--- src/rtl/bcd_stopwatch_ctrl.sv ---
// Run/pause/clear controller for a 2-digit BCD counter: synchronized, debounced buttons,
// IDLE/RUN/PAUSE sequencing and a prescaled tick. Optional down-count via `COUNT_DOWN_EN (SW16).
module bcd_stopwatch_ctrl #(
   parameter int unsigned DEB_CYCLES = 1_000_000,
   parameter int unsigned TICK_DIV   = 50_000_000
) (
   input  logic       PIN_Y2,
   input  logic       KEY_0,
   input  logic       KEY_3,
   input  logic       KEY_2,
`ifdef COUNT_DOWN_EN
   input  logic       SW16,
`endif
   output logic [3:0] ONES,
   output logic [3:0] TENS,
   output logic       RUNNING,
   output logic       WRAP
);

   localparam int unsigned DW = (DEB_CYCLES > 2) ? $clog2(DEB_CYCLES) : 1;
   localparam int unsigned PW = (TICK_DIV > 2) ? $clog2(TICK_DIV) : 1;

   typedef enum logic [1:0] {S_IDLE, S_RUN, S_PAUSE} state_t;

   state_t        state, state_nx;
   logic [1:0]    sync_a, sync_b, acc, acc_d, press;
   logic [DW-1:0] deb_cnt [2];
   logic [PW-1:0] pre;
   logic          start_p, clr_p, tick, down;
   logic [3:0]    ones_nx, tens_nx;
   logic          wrap_nx;

   // Bit 0 = start/stop (KEY_3), bit 1 = clear (KEY_2); all idle high.
   always_ff @(posedge PIN_Y2 or negedge KEY_0) begin
      if (!KEY_0) begin
         sync_a <= '1;
         sync_b <= '1;
         acc    <= '1;
         acc_d  <= '1;
         for (int unsigned i = 0; i < 2; i++) deb_cnt[i] <= '0;
      end else begin
         sync_a <= {KEY_2, KEY_3};
         sync_b <= sync_a;
         acc_d  <= acc;
         for (int unsigned i = 0; i < 2; i++) begin
            if (sync_b[i] == acc[i]) begin
               deb_cnt[i] <= '0;
            end else if (deb_cnt[i] == DW'(DEB_CYCLES - 1)) begin
               acc[i]     <= sync_b[i];
               deb_cnt[i] <= '0;
            end else begin
               deb_cnt[i] <= deb_cnt[i] + DW'(1);
            end
         end
      end
   end

   assign press   = acc_d & ~acc;
   assign start_p = press[0];
   assign clr_p   = press[1];

`ifdef COUNT_DOWN_EN
   logic [1:0] sw_sync;
   always_ff @(posedge PIN_Y2 or negedge KEY_0) begin
      if (!KEY_0) sw_sync <= '0;
      else        sw_sync <= {sw_sync[0], SW16};
   end
   assign down = sw_sync[1];
`else
   assign down = 1'b0;
`endif

   always_comb begin
      state_nx = state;
      if (clr_p) begin
         state_nx = S_IDLE;
      end else if (start_p) begin
         case (state)
            S_IDLE:  state_nx = S_RUN;
            S_RUN:   state_nx = S_PAUSE;
            S_PAUSE: state_nx = S_RUN;
            default: state_nx = S_IDLE;
         endcase
      end
   end

   always_ff @(posedge PIN_Y2 or negedge KEY_0) begin
      if (!KEY_0) begin
         state   <= S_IDLE;
         RUNNING <= 1'b0;
      end else begin
         state   <= state_nx;
         RUNNING <= (state_nx == S_RUN);
      end
   end

   assign tick = (state == S_RUN) && (pre == PW'(TICK_DIV - 1));

   // Prescaler holds its phase through PAUSE so a resume continues the current second.
   always_ff @(posedge PIN_Y2 or negedge KEY_0) begin
      if (!KEY_0)                         pre <= '0;
      else if (clr_p || state == S_IDLE)  pre <= '0;
      else if (state == S_RUN)            pre <= tick ? '0 : pre + PW'(1);
   end

   always_comb begin
      ones_nx = ONES;
      tens_nx = TENS;
      wrap_nx = 1'b0;
      if (clr_p) begin
         ones_nx = '0;
         tens_nx = '0;
      end else if (tick) begin
         if (!down) begin
            if (ONES == 4'd9) begin
               ones_nx = '0;
               if (TENS == 4'd9) begin
                  tens_nx = '0;
                  wrap_nx = 1'b1;
               end else begin
                  tens_nx = TENS + 4'd1;
               end
            end else begin
               ones_nx = ONES + 4'd1;
            end
         end else begin
            if (ONES == 4'd0) begin
               ones_nx = 4'd9;
               if (TENS == 4'd0) begin
                  tens_nx = 4'd9;
                  wrap_nx = 1'b1;
               end else begin
                  tens_nx = TENS - 4'd1;
               end
            end else begin
               ones_nx = ONES - 4'd1;
            end
         end
      end
   end

   always_ff @(posedge PIN_Y2 or negedge KEY_0) begin
      if (!KEY_0) begin
         ONES <= '0;
         TENS <= '0;
         WRAP <= 1'b0;
      end else begin
         ONES <= ones_nx;
         TENS <= tens_nx;
         WRAP <= wrap_nx;
      end
   end

endmodule

--- config.mk ---
export PLATFORM = sky130hd
export DESIGN_NAME = bcd_stopwatch_ctrl
export DESIGN_NICKNAME = d
export VERILOG_FILES = /design/src/rtl/bcd_stopwatch_ctrl.sv
export SDC_FILE = /design/constraint.sdc
export NUM_CORES = 1
export LEC_CHECK = 0
export CAP_MARGIN = 0
export CELL_PAD_IN_SITES_DETAIL_PLACEMENT = 1
export CELL_PAD_IN_SITES_GLOBAL_PLACEMENT = 1
export CORE_MARGIN = 2
export CORE_UTILIZATION = 30
export DETAILED_ROUTE_END_ITERATION = 10
export GPL_TIMING_DRIVEN = 0
export MAX_ROUTING_LAYER = met4
export PLACE_DENSITY = 0.59
export SLEW_MARGIN = 20
export SYNTH_ARGS = -nofsm -noshare
export SYNTH_HDL_FRONTEND = slang
export SYNTH_SLANG_ARGS = --single-unit
export TNS_END_PERCENT = 50
--- constraint.sdc ---
create_clock -name PIN_Y2 -period 3.5 [get_ports PIN_Y2]
set_clock_uncertainty 0.2 [all_clocks]
set_input_delay 0.7 -clock PIN_Y2 [delete_from_list [all_inputs] [get_ports PIN_Y2]]
set_output_delay 0.7 -clock PIN_Y2 [all_outputs]
set_load 0.05 [all_outputs]
==> qor.yml <==
final_layout:
  fill_cells: 1590
  antenna_cells: 0
  layout_common_cells: "nor2_1 (88), dfrtp_1 (78), xnor2_1 (34)"
  final_cell_count_no_fill: 648
  drive_above_1_share_pct: 9.83
  syn_to_final_growth_pct: 16.0
  post-route-util_pct: 35.7
  mostFrequentLayoutCell: "nor2_1"
  final_nets: 475
critical_path:
  crit_fanout: 7
  path_class: "register to primary output"
  critPathMaxStageDelay_ns: 0.85
  end_kind: "primary output"
  reg2reg_depth: 6
  r2r_end: "TENS[3]$_DFFE_PN0P_"
  worstPathRequired_ns: 2.60
  crit_arrival_ns: 1.67
  crit_buf_inv: 1
  cpMaxStageDelayCell: "clkdlybuf4s50_1"
  cp_cell_sequence: "clkdlybuf4s50_1"
  start_kind: "register"
  rr_startpoint: "pre[0]$_DFFE_PN0P_"
  cp_top_family: "buffers and inverters"
  rrSetupSlack_ns: 0.94
sta:
  fin_ws_ns: 0.933
  slew_headroom_pct: 55.3
  rsz0062_at_grt: "false"
  worst_pin_slew_ns: 0.666
  timing.final.crit_share_pct: 73.3
  hold_viol: 0
  finalMaxSlewViolations: 0
  layout_min_cycle_time_ns: 2.57
  fmax_mhz: 390
  setup-violations-final: 0
floorplan:
  floorplan.core_area_mm2: 0.0139
  ios: 14
  die-area_mm2: 0.0152
  die_h_um: 123
  die_width_um: 123
  rows: 43
  initial_core_util_pct: 30.8
clocking:
  cts_tree: "built"
  cts-root-buf: "clkbuf_16"
  clock_latency_ns: 0.34
  cts.htree.levels: 3
  clock_sinks: 86
  cts_made_buffers: 9
  clockBufferDepth: 2
  post_cts_buffers: 0
  cts_repair_resize_count: 0
  clk_pin_slew_ns: 0.06
grt:
  grt_pass1_vias: 3397
  grt_overflow: 0
  track_usage_pct: 14.4
  grt_first_pass_wirelength_mm: 16.5
  grt_max_degree: 69
  use_met2_pct: 22.8
  grtUsageMet3_pct: 4.38
  grt_busiest_layer: "met2"
  antenna_found_initial: 0
  grt_use_met1_pct: 17.6
power:
  p_comb_share_pct: 2.4
  p_leak_nw: 1.93
  total_power_mw: 2.01
  p_sw_uw: 438
  max-vdd-ir-drop_v: 0.000303
  p_per_area_mw_per_mm2: 405
  switching_share_pct: 21.8
  pwr-share-seq_pct: 50.3
  clkPwrFrac_pct: 47.3
  p_int_mw: 1.57
placed_design:
  preCtsSetupSlack_ns: 0.922
  gp_congestion: 0.782
  place.port_buffers: 13
  dp.cells: 631
  dp_hpwl_mm: 6.70
run:
  cap_violations: 0
yosys:
  netlist_instances: 437
  synthesis.nets: 449
  ys_types: 48
  netlist_area_mm2: 0.00428
  async_flop_share_pct: 100
  avgSynthCellArea_um2: 9.78
  ys_ff_latch: 86
  ys_seq_area_share_pct: 50.6
  synth-edff-count: 0
  yosysWarningCount: 0
  synthFlopType: "dfrtp_1"
route:
  route.detailed.drc: 0
  postRouteAntennaNets: 0
  via_per_inst: 4.93
  wire_per_inst_um: 14.7
  via_count: 3192
  drtIter0Drc: 119
  wl_mm: 9.49
  drtPass1Iterations: 4
worst_hold_path:
  hp-class: "register to register"
  min_path_cells: 0
  hold_start: "sync_a[1]$_DFF_PN1_"
  hold_end: "sync_b[1]$_DFF_PN1_"
status:
  status: "finished, final reports clean"
-- stage by stage --
stage	hold slack (ns)	TNS (ns)	cell area [µm²]
3_3_place_gp	0.147	-142.59	4630
6_report	0.156	0	4960
4_1_cts	0.155	0	4960
5_1_grt	0.159	0	4960
3_5_place_dp	0.148	0	4660
2_1_floorplan	0.145	0	4280
-- layout make-up --
type / count / area (µm²) / area share [%]
Multi-Input combinational cell: 325 / 2010 / 40.4
Buffer: 12 / 55.1 / 1.11
Sequential cell: 86 / 2160 / 43.6
Tap cell: 180 / 225 / 4.54
Inverter: 14 / 52.6 / 1.06
Clock buffer: 10 / 229 / 4.62
Timing Repair Buffer: 15 / 169 / 3.41
Clock inverter: 6 / 61.3 / 1.24
-- kinds of logic after synthesis --
logic type | Yosys count | share of synthesized area [%]
DFF | 86 | 50.6
xor gates and xnor gates | 59 | 12.1
buffers and inverters | 26 | 2.52
muxes | 7 | 1.70
AOI/OAI and AO/OA | 23 | 3.39
adders and majority gates | 8 | 2.34
and+or+nand+nor | 228 | 27.4
-- sequential cells by signal, summed over array words and instances (netlist names) --
name / count
TENS: 4
RUNNING: 1
acc: 2
ONES: 4
sync_b: 2
deb_cnt: 40
sync_a: 2
acc_d: 2
state: 2
pre: 26
WRAP: 1
-- layer usage --
metal / routed length [µm] / part of all wire [%] / up-vias
met5: 0 / 0 / -
met4: 125 / 1.3 / 0
met3: 282 / 3.0 / 8
met2: 4590 / 48 / 23
met1: 4500 / 47 / 1620
li1: - / - / 1541
-- cell usage after synthesis, types with 2 or more instances --
library cell,count,area (µm²)
a21oi_1,11,55.1
a31o_2,2,17.5
and3_1,6,37.5
and4_1,5,43.8
buf_2,2,10.0
clkbuf_1,9,33.8
dfrtp_1,78,1950
dfstp_2,8,210
ha_1,8,100
inv_1,14,52.6
mux2_2,2,22.5
mux2i_1,5,50.1
nand2_1,25,93.8
nand2b_1,4,25.0
nand3_1,30,150
nand4_1,13,81.3
nand4b_1,2,17.5
nor2_1,88,330
nor2b_1,7,43.8
nor3_1,7,35.0
nor3b_1,2,15.0
nor4_1,15,93.8
nor4b_1,3,26.3
o211ai_1,2,15.0
o21ai_0,2,10.0
o31ai_1,2,15.0
or2_2,3,18.8
or3_1,3,18.8
or4_1,2,15.0
or4_2,2,17.5
xnor2_1,34,298
xor2_1,25,219
-- worst max-delay path by stage --
stage	from	endpoint	slack, ns	cells past startpoint
after floorplan	ONES[0]$_DFFE_PN0P_	TENS[3]$_DFFE_PN0P_	1.16	6
after global placement	KEY_0	deb_cnt[20]$_DFF_PN0_	-1.77	1
after detailed placement	pre[0]$_DFFE_PN0P_	TENS[3]$_DFFE_PN0P_	0.92	6
after CTS	TENS[0]$_DFFE_PN0P_	TENS[0]	0.91	1
after global routing	deb_cnt[0]$_DFF_PN0_	deb_cnt[18]$_DFF_PN0_	0.80	7
final	TENS[0]$_DFFE_PN0P_	TENS[0]	0.93	1
-- power groups by stage --
stage | clock (mW) | combinational (mW) | sequential, mW
5_1_grt | 1.03 | 0.0564 | 1.01
6_report | 0.950 | 0.0477 | 1.01
2_1_floorplan | 0 | 0.0163 | 1.03
3_5_place_dp | 0 | 0.0499 | 1.03
4_1_cts | 0.988 | 0.0509 | 1.01
3_3_place_gp | 0 | 0.0450 | 1.03
-- what timing repair did --
item | 4_1_cts | 5_1_grt
endpoints found under the hold margin | 18 | 0
hold buffers | 1 | 0
setup endpoints to repair | 0 | 0
-- worst reg2reg max path, delay by kind of cell (launching register included) --
family          cells  cell delay, ns
compound gates      2            0.45
fa+ha+maj           1            0.21
flops               1            0.45
simple gates        3            1.15
Note: power is estimated with default switching activity, not from simulation.
